`src/rtl/y86_pkg.sv`:
```
// Shared Y86-64 encodings used by the pipeline control logic.
package y86_pkg;

    localparam logic [3:0] I_HALT   = 4'h0;
    localparam logic [3:0] I_NOP    = 4'h1;
    localparam logic [3:0] I_RRMOVQ = 4'h2;
    localparam logic [3:0] I_IRMOVQ = 4'h3;
    localparam logic [3:0] I_RMMOVQ = 4'h4;
    localparam logic [3:0] I_MRMOVQ = 4'h5;
    localparam logic [3:0] I_OPQ    = 4'h6;
    localparam logic [3:0] I_JXX    = 4'h7;
    localparam logic [3:0] I_CALL   = 4'h8;
    localparam logic [3:0] I_RET    = 4'h9;
    localparam logic [3:0] I_PUSHQ  = 4'hA;
    localparam logic [3:0] I_POPQ   = 4'hB;

    localparam logic [2:0] STAT_AOK = 3'd1;
    localparam logic [2:0] STAT_HLT = 3'd2;
    localparam logic [2:0] STAT_ADR = 3'd3;
    localparam logic [2:0] STAT_INS = 3'd4;

    localparam logic [3:0] REG_NONE = 4'hF;

    localparam logic [1:0] RET_DRAIN = 2'd2;

    typedef enum logic {
        RUN    = 1'b0,
        HALTED = 1'b1
    } ctrlState_t;

    // Instructions whose result register is only known after the memory stage.
    function automatic logic isMemLoad(input logic [3:0] icode);
        return (icode == I_MRMOVQ) || (icode == I_POPQ);
    endfunction

endpackage

```
`src/rtl/sat_counter.sv`:
```
// Saturating up-counter with synchronous clear.
module sat_counter #(
    parameter int unsigned W = 32
) (
    input  logic         clk,
    input  logic         clr,
    input  logic         inc,
    output logic [W-1:0] count
);

    always_ff @(posedge clk) begin
        if (clr) begin
            count <= '0;
        end else if (inc && (count != {W{1'b1}})) begin
            count <= count + W'(1);
        end
    end

endmodule

```
`src/rtl/pipe_ctrl.sv`:
```
// Hazard/sequencing controller for the five-stage Y86-64 pipeline:
// stall/bubble generation, ret drain, halt shutdown and perf counters.
module pipe_ctrl
    import y86_pkg::*;
#(
    parameter int unsigned CNT_W = 32
) (
    input  logic             clk,
    input  logic             rst,
    input  logic [3:0]       icode_d,
    input  logic [3:0]       srcA_d,
    input  logic [3:0]       srcB_d,
    input  logic [3:0]       icode_e,
    input  logic [3:0]       dstM_e,
    input  logic             cnd_e,
    input  logic [2:0]       stat_m,
    input  logic [2:0]       stat_w,
    output logic             f_stall,
    output logic             d_stall,
    output logic             w_stall,
    output logic             d_bubble,
    output logic             e_bubble,
    output logic             m_bubble,
    output logic             set_cc,
    output logic             halted,
    output logic [2:0]       halt_stat,
    output logic [CNT_W-1:0] cyc_cnt,
    output logic [CNT_W-1:0] stall_cnt,
    output logic [CNT_W-1:0] bubble_cnt
);

    ctrlState_t state;
    logic [1:0] retCnt;
    logic       loadUse;
    logic       mispredict;
    logic       retPending;
    logic       retD;
    logic       wExcept;
    logic       mExcept;
    logic       runCycle;

    // Hazard detection from the current stage contents.
    always_comb begin
        retD       = (icode_d == I_RET);
        loadUse    = isMemLoad(icode_e) && (dstM_e != REG_NONE) &&
                     ((dstM_e == srcA_d) || (dstM_e == srcB_d));
        mispredict = (icode_e == I_JXX) && !cnd_e;
        retPending = (retD && !mispredict) || (retCnt != 2'd0);
        mExcept    = (stat_m != STAT_AOK);
        wExcept    = (stat_w != STAT_AOK);
        runCycle   = !rst && (state == RUN);
    end

    // Pipeline register controls; reset flushes, HALTED freezes everything.
    always_comb begin
        f_stall  = 1'b0;
        d_stall  = 1'b0;
        w_stall  = 1'b0;
        d_bubble = 1'b0;
        e_bubble = 1'b0;
        m_bubble = 1'b0;
        set_cc   = 1'b0;
        if (rst) begin
            d_bubble = 1'b1;
            e_bubble = 1'b1;
            m_bubble = 1'b1;
        end else if (state == HALTED) begin
            f_stall  = 1'b1;
            d_stall  = 1'b1;
            w_stall  = 1'b1;
            e_bubble = 1'b1;
            m_bubble = 1'b1;
        end else begin
            f_stall  = loadUse || retPending;
            d_stall  = loadUse;
            d_bubble = mispredict || (retPending && !loadUse);
            e_bubble = mispredict || loadUse;
            m_bubble = mExcept || wExcept;
            w_stall  = wExcept;
            set_cc   = (icode_e == I_OPQ) && !mExcept && !wExcept;
        end
    end

    // A RET only starts draining once it actually leaves D.
    always_ff @(posedge clk) begin
        if (rst) begin
            state     <= RUN;
            retCnt    <= 2'd0;
            halt_stat <= 3'd0;
        end else if (state == RUN) begin
            if (retD && !loadUse && !mispredict) begin
                retCnt <= RET_DRAIN;
            end else if (retCnt != 2'd0) begin
                retCnt <= retCnt - 2'd1;
            end
            if (wExcept) begin
                state     <= HALTED;
                halt_stat <= stat_w;
            end
        end
    end

    assign halted = (state == HALTED);

    sat_counter #(.W(CNT_W)) uCycCnt (
        .clk   (clk),
        .clr   (rst),
        .inc   (runCycle),
        .count (cyc_cnt)
    );

    sat_counter #(.W(CNT_W)) uStallCnt (
        .clk   (clk),
        .clr   (rst),
        .inc   (runCycle && f_stall),
        .count (stall_cnt)
    );

    sat_counter #(.W(CNT_W)) uBubbleCnt (
        .clk   (clk),
        .clr   (rst),
        .inc   (runCycle && (d_bubble || e_bubble)),
        .count (bubble_cnt)
    );

endmodule

```
`config.mk`:
```
export PLATFORM = sky130hd
export DESIGN_NAME = pipe_ctrl
export DESIGN_NICKNAME = d
export VERILOG_FILES = /design/src/rtl/y86_pkg.sv /design/src/rtl/sat_counter.sv /design/src/rtl/pipe_ctrl.sv
export SDC_FILE = /design/constraint.sdc
export NUM_CORES = 1
export LEC_CHECK = 0
export CAP_MARGIN = 20
export CORE_UTILIZATION = 50
export DETAILED_ROUTE_END_ITERATION = 12
export GPL_TIMING_DRIVEN = 1
export HOLD_SLACK_MARGIN = 0.08
export PLACE_DENSITY = 0.82
export SYNTH_ARGS = -nofsm -noshare
export SYNTH_HDL_FRONTEND = slang
export SYNTH_SLANG_ARGS = --single-unit
```
`constraint.sdc`:
```
create_clock -name clk -period 2.9 [get_ports clk]
set_clock_uncertainty 0.05 [all_clocks]
set_input_delay 0.58 -clock clk [delete_from_list [all_inputs] [get_ports clk]]
set_output_delay 0.58 -clock clk [all_outputs]
set_load 0.03 [all_outputs]
```
==> metrics list <==
- Run status: finished, final reports clean
- After the last flow step, the layout net total stands at 820.
- TritonCTS built the clock tree.
- Clock-pin transition on the worst setup and hold timing paths: around 90 ps
- For the worst setup path, the data arrival time is between 2000 and 2500 ps.
* Congestion Overflow GR: 0
- The worst register-to-register path has a setup slack of 470 ps.
- Gate power share: around a fifth
- Of the total synthesized cell area, the portion taken by full adders, half adders and majority gates is less than 1%.
- The number of global-route vias before repair is 5,240.
- In this run the worst setup path begins at icode_e[3].
- The die is roughly 110 um wide.
- The startpoint identified for the worst register-to-register timing path is uBubbleCnt.count[6]$_SDFFE_PP0P_.
- Pin count of the biggest net entering global routing: 76
- Count of maximum capacitance violations: 0
- Async set-reset flop share out of synthesis: 0%
* Initial core utilization: between 50% and 60%
- Summed over all layers, the routed wires come to around 15 mm.
* Yosys warning total: 0
- Path class of the lowest-slack min-delay path: flop to flop
- The worst hold path begins at retCnt[1]$_SDFFE_PP0P_.
- Antenna violations before repair: 0
* Tot GR Track Use: a little over a quarter
- CORE AREA: 0.0104 mm^2
- At the pin with the least slew margin, the transition time is ~810 ps.
* Antenna fix cells: 0
- Final number of max-transition violations: 0
- Dividing the synthesized area by the synthesized cell count gives roughly 8.3 um^2.
- For this design the total switching power over the nets is between 800 and 900 uW.
- Post-synth EDFFs: 0
* Switching share of total power: a little under 30%
- The filler cells instantiated in the layout total about 860.
- The synthesized netlist devotes between 10% and 20% of its cell area to compound gates.
* Simple-Gate Fraction of Synth Area: between 30% and 40%
- Terminating pin of the worst hold path: retCnt[1]$_SDFFE_PP0P_
- I/O pin count: about 140
- Number of instances in the synthesized netlist: 647
* Post-synthesis cell type count: between 60 and 70
- Counting instances, the worst hold path has a depth of 1.
- Fraction of layout instances using a drive strength above 1: under 10%
- Sequential group share of total power: about half
* Final hold vios: 0
* Standard-cell rows: 37
- Clock share of power: between 30% and 40%
- The portion of synthesized area spent on multiplexers is under 10%.
- Reg2Reg Capture Point: uBubbleCnt.count[12]$_SDFFE_PP0P_
- Setup TNS: 0 ps
- Starting DRT DRC Count: 244
- The critical path is of the primary input to output pin type.
* Hold buffer count at cts: 0
- Number of port buffers: 135
- Wire length of the first global-routing pass: between 20 and 25 mm
* Routed Antenna Nets: 0
- Of the available clock period, the critical path in the final layout requires ~97%.
* PD cells: approximately 400 mW/mm^2
* Routed length on met1: 6.30 mm
* Detail Placement HPWL: ~11 mm
* Core occupancy in the finished layout: 69.5%
- After Yosys synthesis, XOR and XNOR cells account for approximately 5.1% of the synthesized area.
- The die covers 0.0111 mm^2.
* Clock latency at the later pin of the worst-skew pair: ~370 ps
* Detailed route wirelength on metal3: roughly 960 um
- Before antenna repair, the detailed router went through 5 iterations.
- Along the worst path, the maximum fanout reaches 5.
* Synth Cell Area: roughly 0.0053 mm^2
* Total of endpoints with negative setup slack in the final report: 0
- Maximum clock insertion buffer count: 2
- Startpoint class of the critical path: primary input
* Average detailed-routed wire length per instance: approximately 16 um
* Post-synth top flop: sky130_fd_sc_hd__dfxtp_1
- STA classifies the critical path endpoint as an output pin.
- The internal portion of the total power is a little over 2 mW.
* Die height: 105 um
- Setup repair after global routing missed its margin: yes
- Timing-limited maximum frequency: 355 MHz
- Post-synthesis to final-layout area growth: 34.7%
* Number of nets produced by synthesis: slightly below 700
- Req. time, crit path: 2270 ps
- Setup slack closes at approximately 83 ps.
- For this run, the register share of the synthesized area comes to 38.2%.
* Combinational family with the most area after synthesis: simple AND/OR/NAND/NOR gates
- Inserted Clock Buffers: 9
* Sinks on Clock Net: around 100
* Synth Register Bits: about 100
* Count of unresolved DRC violations after routing: 0
* Placer congestion estimate: slightly above 0.8
* Vias after detailed routing: 5,525
* IR Drop Worst-Case VDD: ~300 uV
* Worst max-slew margin expressed relative to the limit: 45.7%
* Root buffer selected by CTS: sky130_fd_sc_hd__clkbuf_8
- The analysis attributes to cell leakage a power of 2.35 nW.
- Pre-CTS setup slack: -83.2 ps
- Clock H-tree levels: 3
* WL met2: roughly 7.1 mm
- The clock period could shrink to about 2800 ps.
- Worst r2r path cells: 7
* Vias per cell: about 6.0
- In this run the top signal layer used is met4.
worst max path at each step:
stage / slack (ps) / cells past startpoint / endpoint
after detailed placement: -80 / 5 / m_bubble
after floorplan: 140 / 5 / set_cc
final: 80 / 7 / f_stall
after global placement: -70 / 5 / m_bubble
after global routing: -50 / 10 / d_bubble
after CTS: 3 / 10 / d_bubble
power by group through the flow:
stage	sequential, mW	clock, mW	combinational [mW]
6_report	1.44	0.900	0.577
3_3_place_gp	1.47	0	0.543
4_1_cts	1.44	0.910	0.574
5_1_grt	1.44	0.967	0.622
2_1_floorplan	1.49	0	0.281
3_5_place_dp	1.47	0	0.568
layout by cell type, fill, tap and decap left out, types with 4 or more instances in the layout:
master,count
sky130_fd_sc_hd__clkdlybuf4s50_1,121
sky130_fd_sc_hd__o211ai_1,10
sky130_fd_sc_hd__nor2_1,54
sky130_fd_sc_hd__and2_1,8
sky130_fd_sc_hd__dfxtp_1,102
sky130_fd_sc_hd__and3_1,6
sky130_fd_sc_hd__xor2_1,10
sky130_fd_sc_hd__nand2_1,45
sky130_fd_sc_hd__clkbuf_8,9
sky130_fd_sc_hd__o31ai_1,22
sky130_fd_sc_hd__or4_1,21
sky130_fd_sc_hd__buf_4,25
sky130_fd_sc_hd__xnor2_1,21
sky130_fd_sc_hd__nand4_1,26
sky130_fd_sc_hd__nor2b_1,8
sky130_fd_sc_hd__o21ai_0,38
sky130_fd_sc_hd__dlymetal6s2s_1,7
sky130_fd_sc_hd__buf_12,6
sky130_fd_sc_hd__inv_1,12
sky130_fd_sc_hd__a21oi_1,59
sky130_fd_sc_hd__nand3_1,33
sky130_fd_sc_hd__and4_1,14
sky130_fd_sc_hd__nor4_1,7
sky130_fd_sc_hd__or3_1,38
sky130_fd_sc_hd__nand2b_1,4
sky130_fd_sc_hd__ha_1,4
sky130_fd_sc_hd__nor3_1,13
kinds of logic (layout without fill, tap and decap cells):
kind of cell,count (synthesis),after routing
flip-flops,102,102
buffers and inverters,45,190
XOR/XNOR,31,31
multiplexers,8,8
AND/OR/NAND/NOR,309,309
adder cells (fa/ha/maj),4,4
AO/OA/AOI/OAI,148,148
registers in the layout, indices dropped and copies added (netlist names):
name / flops
uBubbleCnt.count: 32
uCycCnt.count: 32
uStallCnt.count: 32
halt_stat: 3
retCnt: 2
halted: 1
synth_stat cells, drive strengths merged (4+ instances only):
master,n,area share [%]
nand2,45,3.2
nor4,11,2.1
o21ai,41,3.8
and4,15,2.5
buf,14,1.6
mux2,6,1.3
and2,8,0.94
clkbuf,19,1.4
inv,12,0.84
nor2,55,3.9
o31ai,22,3.1
xnor2,21,3.4
dfxtp,102,38
nor3b,4,0.65
and3,6,0.70
ha,4,0.94
or4,22,3.2
o211ai,11,1.6
xor2,10,1.6
nor3,15,1.5
or3,39,4.6
nor2b,8,0.94
a21oi,61,5.8
nand3,34,3.3
nand2b,4,0.47
nand4,30,4.1
layer usage:
layer  global-route usage [%]  vias up
met5                        0        -
met4                     9.66        0
met3                     5.69       28
met2                     44.9      188
met1                     33.7     2619
li1                         -     2690
final cells by class:
| type | instances | area [um^2] | share of cell area [%] |
|---|---|---|---|
| flip-flops and latches | 102 | 2040 | 28.3 |
| inverters | 12 | 45.0 | 0.625 |
| clock inverters | 5 | 60.1 | 0.834 |
| well taps | 136 | 170 | 2.36 |
| clock buffers | 11 | 131 | 1.82 |
| repair buffers | 162 | 1630 | 22.6 |
| multi-input cells | 500 | 3120 | 43.4 |
through the flow:
stage                     instance area [um^2]  hold slack [ps]  cells  power, mW
after floorplan                           5350              390    647       1.77
after global placement                    6970              396    911       2.01
after detailed placement                  6970              408    911       2.04
after CTS                                 7170              430    927       2.92
after global routing                      7200              461    928       3.03
final                                     7200              430    928       2.91
what timing repair did:
item / CTS / global route
buffers inserted: 0 / 1
pin swaps: 1 / 5
endpoints found under the setup margin: 3 / 3
resized for setup: 3 / 10
worst max-delay path: stages:
cell and delay (ps):
sky130_fd_sc_hd__clkdlybuf4s50_1 430, sky130_fd_sc_hd__nand3b_1 250, sky130_fd_sc_hd__nor3b_4 330, sky130_fd_sc_hd__a21oi_2 120, sky130_fd_sc_hd__nor3_1 180, sky130_fd_sc_hd__nor2_1 80
sky130_fd_sc_hd__buf_4 220
No activity file was read; power rests on OpenSTA's default activity.
